File: config.mk
export PLATFORM = sky130hd
export DESIGN_NAME = zx128_video
export DESIGN_NICKNAME = d
export VERILOG_FILES = /design/src/rtl/zx128_video_pkg.sv /design/src/rtl/zx128_video_counter.sv /design/src/rtl/zx128_video.sv
export SDC_FILE = /design/constraint.sdc
export NUM_CORES = 1
export LEC_CHECK = 0
export BUFFER_PORTS_ARGS = -buffer_cell sky130_fd_sc_hd__buf_2
export CAP_MARGIN = 20
export CORE_ASPECT_RATIO = 0.5
export CORE_MARGIN = 2
export CORE_UTILIZATION = 40
export CTS_BUF_LIST = sky130_fd_sc_hd__clkbuf_16
export CTS_CLUSTER_SIZE = 20
export DETAILED_ROUTE_END_ITERATION = 16
export PLACE_DENSITY_LB_ADDON = 0.08
export SLEW_MARGIN = 20
export SYNTH_ARGS = -nofsm -noshare
export SYNTH_HDL_FRONTEND = slang
export SYNTH_HIERARCHICAL = 1
export SYNTH_SLANG_ARGS = --single-unit
File: constraint.sdc
create_clock -name clock -period 3.35 [get_ports clock]
set_input_delay 0.1675 -clock clock [delete_from_list [all_inputs] [get_ports clock]]
set_output_delay 0.1675 -clock clock [all_outputs]
set_load 0.03 [all_outputs]
File: src/rtl/zx128_video_pkg.sv
// Shared timing constants, fetch phases and pixel/attribute types for the
// 128K video scanner.
package zx128_video_pkg;

   localparam int unsigned HC_W    = 9;
   localparam int unsigned VC_W    = 9;
   localparam int unsigned FLASH_W = 5;
   localparam int unsigned VA_W    = 13;

   localparam logic [HC_W-1:0] HC_DISP      = HC_W'(256);
   localparam logic [VC_W-1:0] VC_DISP      = VC_W'(192);
   localparam logic [HC_W-1:0] HC_WIN_START = HC_W'(8);
   localparam logic [HC_W-1:0] HC_WIN_END   = HC_W'(264);

   localparam logic [HC_W-1:0] HBLANK_START = HC_W'(320);
   localparam logic [HC_W-1:0] HBLANK_END   = HC_W'(416);
   localparam logic [HC_W-1:0] HSYNC_START  = HC_W'(344);
   localparam logic [HC_W-1:0] HSYNC_END    = HC_W'(376);
   localparam logic [VC_W-1:0] VBLANK_START = VC_W'(248);
   localparam logic [VC_W-1:0] VBLANK_END   = VC_W'(256);
   localparam logic [VC_W-1:0] VSYNC_START  = VC_W'(248);
   localparam logic [VC_W-1:0] VSYNC_END    = VC_W'(252);

   localparam logic [2:0] PH_BMP_FETCH  = 3'd1;
   localparam logic [2:0] PH_ATTR_FETCH = 3'd3;
   localparam logic [2:0] PH_BMP_LATCH  = 3'd2;
   localparam logic [2:0] PH_ATTR_LATCH = 3'd4;
   localparam logic [2:0] PH_LOAD       = 3'd7;
   localparam logic [2:0] ATTR_BASE     = 3'b110;

   typedef struct packed {
      logic g;
      logic r;
      logic b;
      logic i;
   } rgbi_t;

   typedef struct packed {
      logic       flash;
      logic       bright;
      logic [2:0] paper;
      logic [2:0] ink;
   } attr_t;

   // Colour codes are GRB, so they drop straight into rgbi_t.
   function automatic rgbi_t pixel_colour(input attr_t a, input logic ink_on);
      logic [2:0] grb;
      grb = ink_on ? a.ink : a.paper;
      return rgbi_t'({grb, a.bright});
   endfunction

endpackage

File: src/rtl/zx128_video_counter.sv
// Horizontal/vertical beam counters and the 5-bit flash counter; the *_next_c
// outputs are the counter values after the coming ce.
module zx128_video_counter
   import zx128_video_pkg::*;
#(
   parameter int unsigned HTOTAL = 456,
   parameter int unsigned VTOTAL = 311
)(
   input  logic            clock,
   input  logic            reset,
   input  logic            ce,
   output logic [HC_W-1:0] hc,
   output logic [VC_W-1:0] vc,
   output logic            flash_on,
   output logic [HC_W-1:0] hc_next_c,
   output logic [VC_W-1:0] vc_next_c
);

   logic [FLASH_W-1:0] flash;
   logic               line_wrap;
   logic               frame_wrap;

   always_comb begin
      line_wrap  = (hc == HC_W'(HTOTAL - 1));
      frame_wrap = line_wrap && (vc == VC_W'(VTOTAL - 1));
      hc_next_c  = line_wrap ? '0 : hc + 1'b1;
      vc_next_c  = vc;
      if (frame_wrap) begin
         vc_next_c = '0;
      end else if (line_wrap) begin
         vc_next_c = vc + 1'b1;
      end
   end

   always_ff @(posedge clock or posedge reset) begin
      if (reset) begin
         hc    <= '0;
         vc    <= '0;
         flash <= '0;
      end else if (ce) begin
         hc <= hc_next_c;
         vc <= vc_next_c;
         if (frame_wrap) begin
            flash <= flash + 1'b1;
         end
      end
   end

   assign flash_on = flash[FLASH_W-1];

endmodule

File: src/rtl/zx128_video.sv
// 128K-timed video scanner: fetches bitmap/attribute bytes from video RAM,
// serialises pixels to RGBI, generates syncs/blanking/IRQ and CPU contention.
module zx128_video
   import zx128_video_pkg::*;
#(
   parameter int unsigned HTOTAL  = 456,
   parameter int unsigned VTOTAL  = 311,
   parameter int unsigned IRQLINE = 248,
   parameter int unsigned IRQLEN  = 64
)(
   input  logic            clock,
   input  logic            reset,
   input  logic            ce,
   input  logic [2:0]      border,
   input  logic            cn,
   output logic [VA_W-1:0] va,
   output logic            vce,
   input  logic [7:0]      vq,
   output logic            wait_c,
   output logic            irq,
   output logic            hsync,
   output logic            vsync,
   output logic            hblank,
   output logic            vblank,
   output logic            r,
   output logic            g,
   output logic            b,
   output logic            i
);

   logic [HC_W-1:0] hc;
   logic [HC_W-1:0] hc_nxt;
   logic [VC_W-1:0] vc;
   logic [VC_W-1:0] vc_nxt;
   logic            flash_on;

   logic [7:0] bitmap;
   logic [7:0] shift;
   logic [7:0] shift_nxt;
   attr_t      attr_latch;
   attr_t      attr;
   attr_t      attr_nxt;
   rgbi_t      rgbi;
   rgbi_t      rgbi_nxt;

   logic [2:0] phase;
   logic       in_disp;
   logic       in_win;
   logic       hblank_cond;
   logic       vblank_cond;
   logic       pix_on;

   zx128_video_counter #(
      .HTOTAL (HTOTAL),
      .VTOTAL (VTOTAL)
   ) u_counter (
      .clock     (clock),
      .reset     (reset),
      .ce        (ce),
      .hc        (hc),
      .vc        (vc),
      .flash_on  (flash_on),
      .hc_next_c (hc_nxt),
      .vc_next_c (vc_nxt)
   );

   // rgbi is registered, so colour is chosen for the pixel shown after this ce.
   always_comb begin
      phase       = hc[2:0];
      in_disp     = (vc < VC_DISP) && (hc < HC_DISP);
      in_win      = (vc_nxt < VC_DISP) && (hc_nxt >= HC_WIN_START) && (hc_nxt < HC_WIN_END);
      hblank_cond = (hc >= HBLANK_START) && (hc < HBLANK_END);
      vblank_cond = (vc >= VBLANK_START) && (vc < VBLANK_END);
      shift_nxt   = {shift[6:0], 1'b0};
      attr_nxt    = attr;
      if (in_disp && (phase == PH_LOAD)) begin
         shift_nxt = bitmap;
         attr_nxt  = attr_latch;
      end
      pix_on   = shift_nxt[7] ^ (attr_nxt.flash & flash_on);
      rgbi_nxt = rgbi_t'({border, 1'b0});
      if (hblank_cond || vblank_cond) begin
         rgbi_nxt = '0;
      end else if (in_win) begin
         rgbi_nxt = pixel_colour(attr_nxt, pix_on);
      end
   end

   // Address/enable are registered one phase early so they are valid during phases 1 and 3.
   always_ff @(posedge clock or posedge reset) begin
      if (reset) begin
         va         <= '0;
         vce        <= 1'b0;
         bitmap     <= '0;
         attr_latch <= '0;
         shift      <= '0;
         attr       <= '0;
         rgbi       <= '0;
         hsync      <= 1'b0;
         vsync      <= 1'b0;
         hblank     <= 1'b0;
         vblank     <= 1'b0;
         irq        <= 1'b1;
      end else if (ce) begin
         vce <= 1'b0;
         if (in_disp && (phase == PH_BMP_FETCH - 3'd1)) begin
            vce <= 1'b1;
            va  <= {vc[7:6], vc[2:0], vc[5:3], hc[7:3]};
         end else if (in_disp && (phase == PH_ATTR_FETCH - 3'd1)) begin
            vce <= 1'b1;
            va  <= {ATTR_BASE, vc[7:3], hc[7:3]};
         end
         if (in_disp && (phase == PH_BMP_LATCH)) begin
            bitmap <= vq;
         end
         if (in_disp && (phase == PH_ATTR_LATCH)) begin
            attr_latch <= attr_t'(vq);
         end
         shift  <= shift_nxt;
         attr   <= attr_nxt;
         rgbi   <= rgbi_nxt;
         hblank <= hblank_cond;
         vblank <= vblank_cond;
         hsync  <= (hc >= HSYNC_START) && (hc < HSYNC_END);
         vsync  <= (vc >= VSYNC_START) && (vc < VSYNC_END);
         irq    <= ~((vc == VC_W'(IRQLINE)) && (hc < HC_W'(IRQLEN)));
      end
   end

   // Contention window gives 6,5,4,3,2,1,0,0 stall T-states per 8 T-states.
   assign wait_c = cn & in_disp & (hc[3:1] < 3'd6);

   assign g = rgbi.g;
   assign r = rgbi.r;
   assign b = rgbi.b;
   assign i = rgbi.i;

endmodule

# --- After elaboration in Yosys (flattened, before gate mapping) ---
# Cells that the tools add are included.
# Widths: inputs -> output; s select.
totals:
  reg_bits: 77
  latch_bits: 0
  mem_bits_rw: 0
  mem_bits_ro: 0
  memories: 0
op_classes:
  add_sub_neg: 3
  multipliers: 0
  div_mod_pow: 0
  order_cmp: 14
  eq_ne: 6
  n_shift: 0
  mux: 12
  bitwise_logic: 5
  reduce_logical: 20
op_table:
  columns: ["op", "count"]
  rows:
  - ["$lt 9x9->1 const B", 5]
  - ["$lt 9x8->1 const B", 3]
  - ["$mux 9", 3]
  - ["$mux 13", 2]
  - ["$add 9x1->9 const B", 2]
  - ["$eq 9x9->1 const B", 2]
  - ["$ge 9x9->1 const B", 2]
  - ["$mux 8", 2]
  - ["$logic_and 1x1->1", 13]
  - ["$eq 9x8->1 const B", 1]
  - ["$ge 9x4->1 const B", 1]
  - ["$ge 9x8->1 const B", 1]
  - ["$lt 9x7->1 const B", 1]
  - ["$mux 4", 2]
  - ["$reduce_and 2->1", 4]
  - ["$eq 3x3->1 const B", 2]
  - ["$add 5x1->5 const B", 1]
  - ["$and 1x1->1", 3]
  - ["$eq 3x2->1 const B", 1]
  - ["$logic_not 3->1", 1]
  - ["$lt 3x3->1 const B", 1]
  - ["$mux 3", 1]
  - ["$mux 1", 2]
  - ["$reduce_bool 2->1", 1]
  - ["3 further kinds", 3]

# --- Depth between registers and ports, before layout ---
# Gate-level depths: netlist of run 1.
logic_depth:
  ltp_word: 9
  ltp_mapped: 11

# --- Hierarchy ---
# The synthesis of run 1 kept the hierarchy.
by_module_without_submodules:
  columns: ["mod", "instances", "cells_each", "area_each_um2", "seq_area_each_um2"]
  rows:
  - ["zx128_video", 1, 196, 2461.1, 1352.5]
  - ["zx128_video_counter", 1, 164, 1517.7, 575.6]

# --- Least setup slack after synthesis of run 1 ---
# No wires, ideal clock.
synth_timing:
  path_type: "register to register"
  startpoint: "register u_counter.hc[0]"
  endpoint: "register rgbi, in the netlist b"
  setup_ns: 0.147
  arrival_ns: 2.564
  slack_ns: 0.639
  stages_incl_launch_ff: 12
  path_buffers: 1
  synth_period_minus_slack_ns: 2.711
  path_cell_list: "dfrtp_1 -> ha_1 -> and4bb_2 -> nand2_1 -> buf_2 -> a21oi_1 -> o21ai_0 -> or4_4 -> nor3_1 -> nand3b_1 -> nand3b_4 -> o221ai_1"
synth_via:
  elab_cells_between_ends: 26
synth_lines:
  columns: ["element", "line_no", "source"]
  rows:
  - ["from (decl)", "zx128_video_counter.sv:12", "output logic [HC_W-1:0] hc,"]
  - ["from (signal assigned)", "zx128_video_counter.sv:41", "hc <= hc_next_c;"]
  - ["$add 9x1->9 / $eq 9x9->1 (equally long branches)", "zx128_video_counter.sv:26, zx128_video_counter.sv:24", null]
  - ["$mux 9 (*)", "zx128_video_counter.sv:26", "hc_next_c = line_wrap ? '0 : hc + 1'b1;"]
  - ["via hc_nxt[7]", "zx128_video.sv:32", "logic [HC_W-1:0] hc_nxt;"]
  - ["$ge 9x4->1", "zx128_video.sv:71", "in_win = (vc_nxt < VC_DISP) && (hc_nxt >= HC_WIN_START) && (hc_nxt < HC_WIN_END);"]
  - ["$logic_and 1x1->1", "zx128_video.sv:71", null]
  - ["$logic_and 1x1->1 (*)", "zx128_video.sv:71", null]
  - ["$mux 4 (*)", "zx128_video.sv:84", "end else if (in_win) begin"]
  - ["$mux 4 (*)", "zx128_video.sv:82", "if (hblank_cond || vblank_cond) begin"]
  - ["to (signal assigned)", "zx128_video.sv:121", "rgbi <= rgbi_nxt;"]
  - ["to (decl)", "zx128_video.sv:43", "rgbi_t rgbi;"]
# Mark *: on every way through the listed nets, which the timed path passes. The rest lies on a longest branch.
# A chain may end at the register's enable or synchronous reset.

# --- Worst setup path after layout of run 1 ---
layout_timing:
  startpoint: "register u_counter.hc[0]"
  endpoint: "register rgbi, in the netlist r"
# Same word-level chain as after synthesis.

==> run metrics, run 1 <==
status=complete, no violations; Max-Cap Viols=0; Worst Reg-to-Reg Cells=9; P_int=2.30 mW; data required time of the worst path=3540 ps; Mapped Area=0.00389 mm2; htree depth=3; largest net degree at the start of global routing=30; root buffer cell=clkbuf_16; syn nets=~370; Die Area=0.0106 mm2; ANT nets after route=0; CTS clock-pin slew for the worst setup and hold paths=60 ps; final net count=407; RD Place Congestion=0.818; hold depth=2; I/O pins=39; Starting DRT DRC Count=151; Slew @ Worst Pin=713 ps; initial antenna violation count=0; post-DP HPWL=6.15 mm; HP Class=input pin to flop; Gate Count Post-Synth=around 350; Final Hold Viols=0; Post-Syn Area per Cell=11.2 um2; Ys Warns=6; PwrDens=777 mW/mm2; diode count=0; post-layout min period=2810 ps; commonest non-fill, non-tap cell in the layout=dfrtp_1; worst clock skew=6.24 ps; most frequent cells in the layout=dfrtp_1 (76), mux2_2 (40), buf_2 (38); setup TNS=0 ps; WS Path Type=flop to flop; reg-to-reg startpoint=u_counter/hc[0]$_DFFE_PP0P_; Rows=25; CTS max path bufs=2; drt total wl=8.46 mm; Sw Share=0.342; hold path start=vq[5]; Max Slew Vio Count=0; logic gate share of total power=0.310; CP Capture Type=flop; r2r setup slk=540 ps; final setup fails=0; grt ovf=0; Tot Pwr=3.50 mW; postcts setup bufs=0; Worst slew margin=0.520; vias in the first global route=2772; Startpoint Class=flop; all-layer global routing usage=0.182; Data arrival, critical path=3000 ps; Layout area overhead=15.9%; DRT Pass-1 Iters=4; Clock Latency Late Sink=330 ps; total vias in the final route=about 2.7k; CTS Sinks=77; largest vdd supply drop=317 uV; CTS tree=built; fin crit share=0.839; share of cells above drive strength 1=0.298; first-pass GRT wire length=roughly 14 mm; drt via density=~5; DRC viols=0; P_leak=2.05 nW; number of fill cells in the layout=914; Min-Delay Endpoint=bitmap[5]$_DFFE_PP0P_; max frequency=roughly 0.36 GHz; Initial Utilization=0.412; core footprint=about 0.0094 mm2; RSZ-0062 raised after global routing=no; Clk network pwr share=0.271; worst r2r dst=r$_DFFE_PP0P_; share of power burned in registers=0.419; CP Max Fanout=9; IO buf count=38; CTS Buf Count=9; width of the die=144 um; NetSw=between 1 and 1.5 mW; die height=73.8 um; drt wl/cell=around 16 um
final cells by class:
cell class	count	area (um2)	share of cell area
Clock buffer	9	225	0.0499
Clock inverter	7	66.3	0.0147
Inverter	20	75.1	0.0166
Multi-Input combinational cell	237	1810	0.401
Sequential cell	77	1930	0.427
Tap cell	135	169	0.0374
Timing Repair Buffer	43	238	0.0527
timing repair:
action                                 CTS  global route
endpoints found under the hold margin   24             0
hold buffers                             1             0
resized for setup                        0             0
setup endpoints to repair                0             0
stage by stage:
stage | util | instance area, um2 | cells | setup WS, ps | hold slack, ps
after floorplan | - | 3890 | 346 | 730 | 169
after global placement | 0.444 | 4200 | 510 | 700 | 255
after detailed placement | 0.444 | 4200 | 510 | 609 | 263
after CTS | 0.476 | 4500 | 527 | 582 | 71.4
after global routing | 0.478 | 4510 | 528 | 342 | 70.8
final | 0.478 | 4510 | 528 | 540 | 78.0
power by group through the flow:
stage	clock (mW)	sequential, mW	combinational [mW]
global placement	0	1.47	1.08
CTS	0.982	1.47	1.10
detailed placement	0	1.49	1.10
finish	0.950	1.47	1.09
global route	1.03	1.52	1.19
floorplan	0	1.56	0.745
worst max path at each step:
stage / from / end / slack (ps) / cells after the start
floorplan: u_counter/hc[0]$_DFFE_PP0P_ / b$_DFFE_PP0P_ / 730 / 11
global placement: u_counter/hc[0]$_DFFE_PP0P_ / r$_DFFE_PP0P_ / 700 / 9
detailed placement: u_counter/hc[1]$_DFFE_PP0P_ / r$_DFFE_PP0P_ / 610 / 9
CTS: u_counter/hc[1]$_DFFE_PP0P_ / r$_DFFE_PP0P_ / 580 / 9
global route: u_counter/hc[0]$_DFFE_PP0P_ / r$_DFFE_PP0P_ / 340 / 9
finish: u_counter/hc[0]$_DFFE_PP0P_ / r$_DFFE_PP0P_ / 540 / 9
worst max-delay path: stages, from the launching register on:
cell,delay [ps]
dfrtp_1,480
ha_1,340
and4bb_2,270
and2_1,310
nor2_1,90
or4_4,520
nor3_1,140
nand3b_1,200
nand3b_4,180
o221ai_1,130
sequential cells by signal, summed over array words and instances, names as in the netlist:
signal / cells
hsync: 1
g: 1
u_counter/hc: 9
b: 1
hblank: 1
shift: 7
attr: 8
u_counter/flash: 5
i: 1
vce: 1
bitmap: 8
attr_latch: 8
vblank: 1
r: 1
vsync: 1
va: 13
irq: 1
u_counter/vc: 9
per-layer routing:
metal,share of wire,track usage,vias up
met1,0.49,0.249,1344
met3,0.031,0.0489,10
met4,0.012,0.0523,0
li1,-,-,1315
met5,0,0,-
met2,0.47,0.287,34
(Power assumes the default switching activity.)
==> run 2, diff against run 1 <==
==> constraint.sdc (replaced) <==
create_clock -name clock -period 2.9 [get_ports clock]
set_input_delay 0.145 -clock clock [delete_from_list [all_inputs] [get_ports clock]]
set_output_delay 0.145 -clock clock [all_outputs]
set_load 0.03 [all_outputs]
==> run 2 against run 1 <==
  * Design area up 2.1%
  * Maximum frequency up 4.2%
  * Global-route usage up 0.45 points
  * Hold slack worse by 18 ps
  * Critical endpoint unchanged
  * Largest power group unchanged
  * Largest cell class unchanged
  * Clock skew down 1.2 ps
==> run metrics, run 2 (same netlist as run 1, synthesis figures left out) <==
Largest regs=va x13, u_counter/hc x9, u_counter/vc x9; drt via density=a little over 5; status=complete, no violations; Max-Cap Viols=0; CTS Sinks=77; CP max-delay cell=or4_4; diode count=0; final core utilization=0.488; DRT Pass-1 Iters=4; WS Path Type=flop to flop; DRC viols=0; max frequency=0.371 GHz; post-DP HPWL=6.34 mm; Final Hold Viols=0; CTS Buf Count=9; vias in the first global route=2836; commonest non-fill, non-tap cell in the layout=dfrtp_1; most frequent cells in the layout=dfrtp_1 (76), mux2_2 (40), buf_2 (38); core footprint=0.00945 mm2; worst clock skew=5.08 ps; HP Class=input pin to flop; Data arrival, critical path=slightly below 3000 ps; IO buf count=38; final net count=414; Initial Utilization=0.412; Slew @ Worst Pin=around 700 ps; Starting DRT DRC Count=108; drt wl/cell=16.6 um; Layout area overhead=18.4%; htree depth=3; number of fill cells in the layout=around 850; post-CTS sizing=0; die height=73.8 um; flip-flop and latch area=0.00193 mm2; Clock Latency Late Sink=roughly 330 ps; grt ovf=0; postcts setup bufs=0; PwrDens=between 900 and 1000 mW/mm2; initial antenna violation count=0; CP Max Fanout=9; Worst slew margin=0.524; P_leak=2.11 nW; CP Capture Type=flop; Max Slew Vio Count=0; first-pass GRT wire length=14.8 mm; all-layer global routing usage=0.187; CTS tree=built; crit path cell chain=ha_1 > and4bb_2 > nand2_1 > a21oi_1 > o21ai_0 > or4_4 > o21ai_2 > nand3b_1 > nand3b_4 > o221ai_1; Die Area=0.0106 mm2; hold path start=vq[0]; share of cells above drive strength 1=0.313; Multi-input gate area=0.00181 mm2; cts hold-fix bufs=1; post-layout min period=~2700 ps; CTS clock-pin slew for the worst setup and hold paths=about 60 ps; RD Place Congestion=just under 0.9; Critical Path Max Stage Delay=540 ps; data required time of the worst path=3140 ps; CP startpoint=u_counter/hc[0]$_DFFE_PP0P_; largest net degree at the start of global routing=36; largest vdd supply drop=about 340 uV; Rows=25; largest register by flop count=va; drt total wl=8.86 mm; width of the die=~140 um; RSZ-0062 raised after global routing=no; Startpoint Class=flop; reg-to-reg startpoint=u_counter/hc[0]$_DFFE_PP0P_; max FFs per register=13; CTS max path bufs=2; ANT nets after route=0; I/O pins=39; setup TNS=0 ps; total vias in the final route=approximately 2.8k; final setup fails=0; fin crit share=0.930; root buffer cell=clkbuf_16
run 2: cell count changes in the layout (fill, tap and decap cells not counted), sizes merged:
| cell | delta |
|---|---|
| buf | +7 |
| bufinv | +1 |
| clkinvlp | -1 |
run 2: layout make-up:
type                            count  area share
Sequential cell                    77       0.418
Multi-Input combinational cell    237       0.393
Timing Repair Buffer               50      0.0657
Clock buffer                        9      0.0489
Tap cell                          135      0.0367
Clock inverter                      7      0.0212
Inverter                           20      0.0163
run 2: worst max-delay path: cells and delay by family (launching register included):
family / cells / cell delay, ps
compound gates: 4 / 540
flops: 1 / 480
simple gates: 5 / 1250
fa+ha+maj: 1 / 340
run 2: report_power, final:
| group | internal [mW] | total [mW] | switching (mW) |
|---|---|---|---|
| sequential | 1.41 | 1.66 | 0.247 |
| combinational | 0.614 | 1.34 | 0.723 |
| clock | 0.758 | 1.22 | 0.460 |
run 2: through the flow:
step	hold WS (ps)	setup WS (ps)	instance area, um2	power, mW	instances
floorplan	147	280	3890	2.67	346
finish	59.7	202	4610	4.22	535
CTS	46.3	173	4580	4.27	534
global route	54.4	8.61	4610	4.49	535
global placement	197	281	4250	3.00	517
detailed placement	221	193	4250	3.03	517
run 2: path summary, 6_finish.rpt:
path | slack (ps) | cells past startpoint | end
max | 200 | 10 | r$_DFFE_PP0P_
min | 60 | 2 | attr_latch[0]$_DFFE_PP0P_
max reg2reg | 200 | 10 | r$_DFFE_PP0P_
min reg2reg | 480 | 2 | va[11]$_DFFE_PP0P_
max in group asynchronous | 1680 | 4 | bitmap[6]$_DFFE_PP0P_
min in group asynchronous | 280 | 3 | u_counter/flash[4]$_DFFE_PP0P_
run 2: routing by layer:
layer	track usage	up-vias	routed length (um)
met5	0	-	0
met4	0.0523	0	93
met3	0.0463	11	307
met2	0.299	30	4010
met1	0.254	1390	4450
li1	-	1329	-
==> run 3, diff against run 2 <==
--- a/config.mk
+++ b/config.mk
@@ -9,7 +9,7 @@
 export CAP_MARGIN = 20
 export CORE_ASPECT_RATIO = 0.5
 export CORE_MARGIN = 2
-export CORE_UTILIZATION = 40
+export CORE_UTILIZATION = 45
 export CTS_BUF_LIST = sky130_fd_sc_hd__clkbuf_16
 export CTS_CLUSTER_SIZE = 20
 export DETAILED_ROUTE_END_ITERATION = 16
==> run 3 against run 2 <==
  * Clock-buffer cell count unchanged
  * Non-clock buffer count is 3 lower
  * Via count shrank 1.1%
  * Hold slack improved by 4.9 ps
  * Clock power down 3%
==> run metrics, run 3 (same netlist as run 1, synthesis figures left out) <==
Slew @ Worst Pin=966 ps; htree depth=3; ANT nets after route=0; largest net degree at the start of global routing=30; Data arrival, critical path=around 2800 ps; crit path cell chain=ha_1 > and4bb_2 > and2_1 > nor2_1 > or4_4 > o21ai_2 > nand3b_1 > nand3b_4 > o221ai_1; Non-Filler Instances=508; HP Class=input pin to flop; grt ovf=0; CTS max path bufs=2; Startpoint Class=flop; Cell Area, Placed=~0.0042 mm2; I/O pins=39; all-layer global routing usage=0.197; Largest regs=va x13, u_counter/hc x9, u_counter/vc x9; Initial Utilization=0.475; met3 usage=0.0497; drt via density=5.37; largest vdd supply drop=377 uV; data required time of the worst path=3140 ps; CTS clock-pin slew for the worst setup and hold paths=60 ps; dpl cells=492; largest register by flop count=va; diode count=0; post-layout min period=2590 ps; CP max-delay cell=or4_4; CTS Buf Count=9; routing usage on met2=0.312; Critical Path Max Stage Delay=approximately 520 ps; number of fill cells in the layout=approximately 730; Critical path buffers and inverters=0; GR Util met1=0.266; CP Max Fanout=7; Tot Pwr=~4.2 mW; width of the die=136 um; max FFs per register=13; status=complete, no violations; fin crit share=0.893; P_leak=2.08 nW; post-DP HPWL=around 6.2 mm; total vias in the final route=~2.7k; first-pass GRT wire length=between 10 and 15 mm; max frequency=0.386 GHz; Layout area overhead=16.3%; worst clock skew=7.37 ps; flip-flop and latch area=0.00193 mm2; drt wl/cell=16.6 um; post-CTS sizing=0; Worst slew margin=0.356; Design Area, Final=0.00453 mm2; Max Slew Vio Count=0; die height=~70 um; final net count=just over 400; Rows=23; global route hottest layer=met2; Max-Cap Viols=0; RSZ-0062 raised after global routing=no; PwrDens=922 mW/mm2; DRT Pass-1 Iters=4; vias in the first global route=2812; share of cells above drive strength 1=0.306; CP Capture Type=flop; IO buf count=38; most frequent cells in the layout=dfrtp_1 (76), mux2_2 (40), buf_2 (38); final setup fails=0; DRC viols=0; postcts setup bufs=0; WS Path Type=flop to flop; Final Hold Viols=0; CTS tree=built; root buffer cell=clkbuf_16; Multi-input gate area=between 0.0015 and 0.002 mm2; CP top delay family=simple AND/OR/NAND/NOR gates; initial antenna violation count=0; drt total wl=8.42 mm; Clock Latency Late Sink=330 ps; setup TNS=0 ps; core footprint=0.00820 mm2; commonest non-fill, non-tap cell in the layout=dfrtp_1; Die Area=0.00946 mm2; RD Place Congestion=approximately 0.9; Starting DRT DRC Count=113; CTS Sinks=77
## run 3: cell types whose count changed in the layout (fill, tap and decap cells not counted), sizes merged
| cell | previous run | this run |
|---|---|---|
| clkinv | 2 | 3 |
| buf | 49 | 46 |
| inv | 22 | 20 |
## run 3: what timing repair did
item | 4_1_cts | 5_1_grt
hold endpoints to repair | 25 | 0
setup endpoints to repair | 0 | 0
hold buffers | 1 | 0
## run 3: stage by stage
step / util / setup WS (ps) / hold WS (ps)
global route: 0.552 / 108 / 60.2
detailed placement: 0.513 / 325 / 266
CTS: 0.552 / 304 / 54.2
global placement: 0.513 / 424 / 247
floorplan: - / 280 / 147
finish: 0.552 / 309 / 64.6
## run 3: tightest hold or removal path, delay by kind of cell
| kind | cells | cell delay, ps |
|---|---|---|
| buf+inv | 1 | 80 |
| compound gates | 1 | 70 |
| simple gates | 1 | 60 |
## run 3: final cells by class
type | instances | share of cell area
Timing Repair Buffer | 47 | 0.0575
Multi-Input combinational cell | 237 | 0.400
Clock buffer | 9 | 0.0497
Tap cell | 112 | 0.0309
Inverter | 20 | 0.0166
Clock inverter | 6 | 0.0196
Sequential cell | 77 | 0.426
## run 3: worst paths after layout
kind                                           startpoint                        endpoint  slack (ps)  cells after the start
max reg2reg                   u_counter/hc[1]$_DFFE_PP0P_                   r$_DFFE_PP0P_         310                      9
min                                             border[2]                   g$_DFFE_PP0P_          60                      3
min in group asynchronous                           reset               va[9]$_DFFE_PP0P_         460                      3
max in group asynchronous                           reset  u_counter/flash[1]$_DFFE_PP0P_        1690                      3
min reg2reg                u_counter/flash[3]$_DFFE_PP0P_  u_counter/flash[3]$_DFFE_PP0P_         470                      1
max                           u_counter/hc[1]$_DFFE_PP0P_                   r$_DFFE_PP0P_         310                      9
## run 3: metal layers
| metal | part of all wire | vias up |
|---|---|---|
| li1 | - | 1319 |
| met1 | 0.48 | 1353 |
| met2 | 0.46 | 45 |
| met3 | 0.045 | 13 |
| met4 | 0.014 | 0 |
| met5 | 0 | - |
## run 3: report_power, final
group	leakage [nW]	switching [mW]	internal, mW
Combinational	0.974	0.723	0.615
Sequential	0.953	0.245	1.41
Clock	0.149	0.431	0.748
Total	2.08	1.40	2.78
